## config.mk

```make
export PLATFORM = sky130hd
export DESIGN_NAME = pedestrian_phase_controller
export DESIGN_NICKNAME = d
export VERILOG_FILES = /design/src/rtl/pedestrian_phase_controller.sv
export SDC_FILE = /design/constraint.sdc
export NUM_CORES = 1
export LEC_CHECK = 0
export ABC_CLOCK_PERIOD_IN_PS = 3600
export CORE_MARGIN = 1
export CORE_UTILIZATION = 43
export CTS_CLUSTER_DIAMETER = 80
export DETAILED_ROUTE_END_ITERATION = 10
export PLACE_DENSITY_LB_ADDON = 0.3
export SLEW_MARGIN = 20
export SYNTH_ARGS = -nofsm -noshare
export SYNTH_HDL_FRONTEND = slang
export SYNTH_SLANG_ARGS = --single-unit
export TNS_END_PERCENT = 50
```

## constraint.sdc

```tcl
create_clock -name clk -period 3.6 [get_ports clk]
set_clock_uncertainty 0.15 [all_clocks]
set_input_delay 0.54 -clock clk [delete_from_list [all_inputs] [get_ports clk]]
set_output_delay 0.54 -clock clk [all_outputs]
set_load 0.03 [all_outputs]
```

## src/rtl/pedestrian_phase_controller.sv

```systemverilog
`timescale 1ns/1ps
`default_nettype none
// ============================================================================
// Module   : pedestrian_phase_controller
// Brief    : Pedestrian crossing FSM (IDLE/WALK/CAUTION/CLEAR) with timer
//            display outputs. Optional accessible walk extension is compiled
//            in with macro PED_ACCESSIBLE_EXTEND_EN.
// Revision : 1.0 - initial release
// ============================================================================
module pedestrian_phase_controller #(
    parameter int unsigned CLK_FREQ       = 50_000_000,
    parameter int unsigned WALK_CYCLES    = 350_000_000,
    parameter int unsigned CAUTION_CYCLES = 500_000_000,
    parameter int unsigned CLEAR_CYCLES   = 100_000_000,
    parameter int unsigned EXT_CYCLES     = 150_000_000
) (
    input  logic        clk,
    input  logic        rst_n,
    input  logic        ped_button,
    input  logic        ext_button,
    input  logic        veh_stop,
    output logic        ped_req,
    output logic        walk,
    output logic        dont_walk,
    output logic        ped_done,
    output logic        pd_caution,
    output logic [31:0] pd_counter,
    output logic [31:0] pd_free_cycles,
    output logic [31:0] pd_total_cycles,
    output logic [2:0]  state
);

    typedef enum logic [2:0] {
        S_IDLE    = 3'd0,
        S_WALK    = 3'd1,
        S_CAUTION = 3'd2,
        S_CLEAR   = 3'd3
    } state_t;

    function automatic logic [31:0] sat_add(input logic [31:0] a, input logic [31:0] b);
        logic [32:0] sum;
        sum = {1'b0, a} + {1'b0, b};
        return sum[32] ? 32'hFFFF_FFFF : sum[31:0];
    endfunction

    localparam logic [31:0] c_WALK_LEN    = 32'(WALK_CYCLES);
    localparam logic [31:0] c_CAUTION_LEN = 32'(CAUTION_CYCLES);
    localparam logic [31:0] c_TOTAL_LEN   = sat_add(c_WALK_LEN, c_CAUTION_LEN);
    localparam logic [31:0] c_CLEAR_LAST  = 32'(CLEAR_CYCLES - 1);

    if (CLK_FREQ == 0 || WALK_CYCLES == 0 || CAUTION_CYCLES == 0 || CLEAR_CYCLES == 0) begin : g_param_check
        $error("pedestrian_phase_controller: clock and phase durations must be non-zero");
    end

    state_t      r_state, w_state_next;
    logic        r_req_pending, w_req_pending_next;
    logic [31:0] r_counter, w_counter_next;
    logic [31:0] r_free, w_free_next;
    logic [31:0] r_total, w_total_next;

`ifdef PED_ACCESSIBLE_EXTEND_EN
    localparam logic [31:0] c_EXT_LEN = 32'(EXT_CYCLES);
    logic r_ext_used, w_ext_used_next;
`else
    logic unused_ext_button;
    assign unused_ext_button = ext_button;
`endif

    always_ff @(posedge clk or negedge rst_n) begin
        if (!rst_n) begin
            r_state       <= S_IDLE;
            r_req_pending <= 1'b0;
            r_counter     <= 32'd0;
            r_free        <= 32'd0;
            r_total       <= 32'd0;
        end else begin
            r_state       <= w_state_next;
            r_req_pending <= w_req_pending_next;
            r_counter     <= w_counter_next;
            r_free        <= w_free_next;
            r_total       <= w_total_next;
        end
    end

`ifdef PED_ACCESSIBLE_EXTEND_EN
    always_ff @(posedge clk or negedge rst_n) begin
        if (!rst_n) begin
            r_ext_used <= 1'b0;
        end else begin
            r_ext_used <= w_ext_used_next;
        end
    end
`endif

    always_comb begin
        w_state_next       = r_state;
        w_req_pending_next = r_req_pending;
        w_counter_next     = r_counter;
        w_free_next        = r_free;
        w_total_next       = r_total;
`ifdef PED_ACCESSIBLE_EXTEND_EN
        w_ext_used_next    = r_ext_used;
`endif

        // Requests are latched everywhere but WALK, including the CLEAR-to-IDLE edge.
        if (ped_button && (r_state != S_WALK)) begin
            w_req_pending_next = 1'b1;
        end

        case (r_state)
            S_IDLE: begin
                w_counter_next = 32'd0;
                if (r_req_pending && veh_stop) begin
                    w_state_next       = S_WALK;
                    w_req_pending_next = 1'b0;
                    w_free_next        = c_WALK_LEN;
                    w_total_next       = c_TOTAL_LEN;
`ifdef PED_ACCESSIBLE_EXTEND_EN
                    w_ext_used_next    = 1'b0;
`endif
                end
            end
            S_WALK: begin
                // Losing veh_stop aborts the walk but keeps the full caution interval.
                if (!veh_stop || (r_counter == r_free - 32'd1)) begin
                    w_state_next   = S_CAUTION;
                    w_counter_next = r_free;
                end else begin
                    w_counter_next = r_counter + 32'd1;
`ifdef PED_ACCESSIBLE_EXTEND_EN
                    if (ext_button && !r_ext_used) begin
                        w_free_next     = sat_add(r_free, c_EXT_LEN);
                        w_total_next    = sat_add(r_total, c_EXT_LEN);
                        w_ext_used_next = 1'b1;
                    end
`endif
                end
            end
            S_CAUTION: begin
                if (r_counter == r_total - 32'd1) begin
                    w_state_next   = S_CLEAR;
                    w_counter_next = 32'd0;
                end else begin
                    w_counter_next = r_counter + 32'd1;
                end
            end
            S_CLEAR: begin
                if (r_counter == c_CLEAR_LAST) begin
                    w_state_next   = S_IDLE;
                    w_counter_next = 32'd0;
                end else begin
                    w_counter_next = r_counter + 32'd1;
                end
            end
            default: begin
                w_state_next   = S_IDLE;
                w_counter_next = 32'd0;
            end
        endcase
    end

    assign state           = r_state;
    assign ped_req         = r_req_pending;
    assign walk            = (r_state == S_WALK);
    assign dont_walk       = ~walk;
    assign pd_caution      = (r_state == S_WALK) || (r_state == S_CAUTION);
    assign ped_done        = (r_state == S_CLEAR) && (r_counter == c_CLEAR_LAST);
    assign pd_counter      = r_counter;
    assign pd_free_cycles  = r_free;
    assign pd_total_cycles = r_total;

endmodule
`default_nettype wire

```

After elaboration in Yosys (flattened, before gate mapping)
Index checks and enable logic that the tools add are counted.
- $add $sub $neg: 3
- equality and inequality tests: 11
- multiplexer cells: 12
- bitwise gates (word level): 1
- reductions and logical operators: 9
- operator list (kind ; count):
    $mux W32 ; 3
    $pmux W32 S3 ; 1
    $eq A32 B32 Y1 ; 2
    $add A32 B1 Y32 const B ; 1
    $eq A32 B27 Y1 const B ; 1
    $sub A30 B1 Y31 const B ; 1
    $sub A29 B1 Y30 const B ; 1
    $mux W3 ; 4
    $pmux W3 S4 ; 1
    $eq A3 B2 Y1 const B ; 2
    $ne A2 B2 Y1 const B ; 3
    $reduce_and A4 Y1 ; 1
    $eq A3 B1 Y1 const B ; 1
    $logic_and A1 B1 Y1 ; 3
    $logic_not A3 Y1 ; 1
    $mux W1 ; 3
    $ne A3 B1 Y1 const B ; 1
    $logic_or A1 B1 Y1 ; 2
    $ne A2 B1 Y1 const B ; 1
    $reduce_and A2 Y1 ; 1
    $logic_not A1 Y1 ; 1
    $not A1 Y1 ; 1
- flip-flop bits (word level): 38
- output and inout bits: 104
- logic and storage cells: 41

Longest topological paths before layout
- depth after elaboration: 5
- depth in mapped cells: 8

Least setup slack after synthesis
OpenSTA, ideal clock, no wires.
- path type: register to register
- start point: register r_free[7], in the netlist pd_free_cycles[7]
- end point: register r_state[1], in the netlist state[1]
- setup time: 0.125 ns
- arrival time: 2.527 ns
- setup slack: 0.798 ns
- stages on the path, launching flop included: 8
- clock period less this slack: 2.802 ns
- cells stage by stage: dfrtp_1 clkbuf_1 nor3b_1 o2bb2ai_1 nand2_1 o311a_1 a211o_1 mux2_4
- longest elaborated chain between the ends: 5
- ends and longest elaborated chain (what ; line ; source):
    from (decl) ; 58 ; logic [31:0] r_free, w_free_next;
    from (signal assigned) ; 80 ; r_free <= w_free_next;
    $sub A29 B1 Y30 ; 125 ; if (!veh_stop || (r_counter == r_free - 32'd1)) begin
    $eq A32 B32 Y1 ; 125 ;
    $logic_or A1 B1 Y1 ; 125 ;
    $ne A2 B1 Y1 (no line) ; - ;
    $reduce_and A4 Y1 (no line) ; - ;
    to (signal assigned) ; 77 ; r_state <= w_state_next;
    to (decl) ; 55 ; state_t r_state, w_state_next;
No other way between the ends.
A chain may end at the register's enable or synchronous reset.

Worst setup path in the final report
- start point: register r_counter[0], in the netlist pd_counter[0]
- end point: output ped_done
- longest elaborated chain between the ends: 2
- ends and longest elaborated chain (what ; line ; source):
    from (decl) ; 57 ; logic [31:0] r_counter, w_counter_next;
    from (signal assigned) ; 79 ; r_counter <= w_counter_next;
    $eq A32 B27 Y1 ; 167 ; assign ped_done = (r_state == S_CLEAR) && (r_counter == c_CLEAR_LAST);
    $logic_and A1 B1 Y1 ; 167 ;
    to (decl) ; 25 ; output logic ped_done,
No other way between the ends.

==> results.tsv <==
metric	value	unit
# hold bufs at CTS	0	
CP max stage cell	clkdlybuf4s50_1	
worst path cell trace	ha_1, nand3_1, or3_1, nor4_2, and2_1, clkdlybuf4s50_1	
clk slew on worst S/H paths	70	ps
critical path data arrival time	2710	ps
DP Wirelength	4040	um
# setup viols final	0	
Max Fclk	294	MHz
# rows	27	
Ys Warns	0	
CP required	2910	ps
peak supply drop	291	uV
Ports	109	
Core Region	0.00564	mm2
clock buffer depth	2	
Port Buffers	67	
RSZ-0062 raised after global routing	no	
max-slew violation count	0	
maximum capacitance violations	0	
Die X	79.4	um
largest net degree at the start of global routing	37	
CP top delay family	simple AND/OR/NAND/NOR gates	
critical path type	register to output port	
starting density of the core	45.7	%
# nets final	347	
vias per cell	5.03	
DR vias	2052	
Hold Crit Class	register to register	
final critical-path share of the clock period	94.5	%
FF/Latch Area	901	um2
top-area cell type share of the netlist area	35.0	%
Mapped Avg Cell Area	8.92	um2
DIE AREA	0.00631	mm2
Num CTS Buffers	5	
area delta synth->final	20.2	%
critical path fanouts, max	5	
gr usage total	18.0	%
detailed-route wire length	5570	um
routed len/inst	13.7	um
status	finished, final reports clean	
fill cell count	525	
Synth area leader	dfrtp_1	
grt ovf	0	
DRC	0	
Placed Instances	400	
antenna cells	0	
Setup crit start kind	register	
leak pwr	1.31	nW
Synth area leaders	dfrtp_1, buf_4, xor2_1, nor2_1, ha_1	
final non-filler cell total	408	
CP peak stage delay	660	ps
CTS-repair resized insts	0	
root buffer cell	clkbuf_8	
CP Buf/Inv Count	1	
vias in the first global route	1722	
setup total negative slack	0	ps
Worst-Skew Late Latency	300	ps
DRT Pass-1 Iters	4	
Syn Inst Count	289	
ys flop type	dfrtp_1	
CTS tree	built	
post-CTS setup buffers	0	
number of H-tree levels	2	
sequential area share after synthesis	35.0	%
layout cells sized above 1	6.55	%
area of the multi-input gates	0.00126	mm2
Post-synth ARST share	100	%
synth unique cells	44	
first-pass GRT wire length	8870	um
initial antenna violation count	0	
#FFs+latches synth	36	
Hold Violations, Final	0	
DR iter-0 viols	159	
Netlist Area Pre-Place	0.00258	mm2
hold slack final	362	ps
CTS sink cnt	36	
fin crit period	3400	ps
GPL Wtd Cong	0.842	
Die Y	79.4	um
Pwr per Cell Area	643	mW/mm2
Detail Route Antenna Nets	0	
Crit. End Element	output port	
Post-synth EDFFs	0	
-- Yosys cell counts, types with 2 or more instances --
master	n
nor3_1	4
inv_1	9
nand3_1	17
buf_2	2
and4_1	3
o21ai_0	2
nor2_1	27
xor2_1	21
and3_1	4
nand2_1	14
o2bb2ai_1	2
buf_4	65
or4b_1	2
ha_1	7
and2_1	3
a21oi_1	15
nor4_1	5
dfrtp_1	36
xnor2_1	9
nand4_1	13
clkbuf_1	6
-- area by class of cell --
cell class | instances | area share (%)
multi-input combinational | 209 | 40.6
clock buffer | 6 | 2.67
clock inverter | 2 | 0.323
timing repair buffer | 74 | 23.3
tap | 72 | 2.91
inverter | 9 | 1.09
sequential | 36 | 29.1
-- final timing paths --
check / slack (ps) / end / depth (start not counted) / from
min reg2reg: 360 / pd_counter[0] / 1 / pd_counter[0]
max reg2reg: 930 / state[1] / 7 / pd_counter[0]
min: 360 / pd_counter[0] / 1 / pd_counter[0]
max in group asynchronous: 2460 / pd_counter[8] / 2 / rst_n
min in group asynchronous: 510 / pd_counter[23] / 2 / rst_n
max: 200 / ped_done / 6 / pd_counter[0]
-- per-layer routing --
layer	routed length [um]	part of all wire, %	up-vias	global-route usage (%)
met5	0	0	-	0
met4	100	1.8	0	5.64
met3	399	7.2	11	3.43
met2	2590	47	104	27.6
met1	2480	45	969	25.5
li1	-	-	968	-
-- state kept, by name, summed over array words and instances, names as in the netlist --
name / count
pd_free_cycles: 1
state: 2
ped_req: 1
pd_counter: 32
-- stage by stage --
step,power [mW],util [%],worst slack (ps),instance area [um2]
6_report,1.99,54.9,198,3100
2_1_floorplan,1.40,-,798,2720
5_1_grt,2.10,54.9,79.1,3100
3_3_place_gp,1.69,53.3,535,3010
4_1_cts,2.00,54.9,190,3100
3_5_place_dp,1.70,53.3,515,3010
-- kinds of logic after synthesis --
kind of cell | synth area share [%]
AOI/OAI and AO/OA | 7.14
DFF | 35.0
and+or+nand+nor | 20.8
xor gates and xnor gates | 10.2
adders and majority gates | 3.40
other | 0.145
buffers and inverters | 21.9
muxes | 1.41
-- cells in the final DEF (no fill, tap or decap), drive strengths merged, types with 2 or more instances in the layout --
cell / count
inv: 9
xor2: 21
conb: 40
clkinv: 2
dfrtp: 36
nor4: 6
nand2: 14
xnor2: 9
nand4: 13
or4b: 2
nor2: 27
nand3: 18
clkbuf: 6
o31ai: 2
and3: 4
buf: 7
and4: 3
nor3: 4
and2: 4
o21ai: 2
o2bb2ai: 2
a21oi: 15
clkdlybuf4s50: 67
mux2: 2
ha: 7
-- report_power, final --
part	switching (mW)	internal, mW	total [mW]
sequential	0.131	0.477	0.608
combinational	0.659	0.420	1.08
clock	0.150	0.153	0.303
total	0.941	1.05	1.99
No activity file was read; power rests on OpenSTA's default activity.
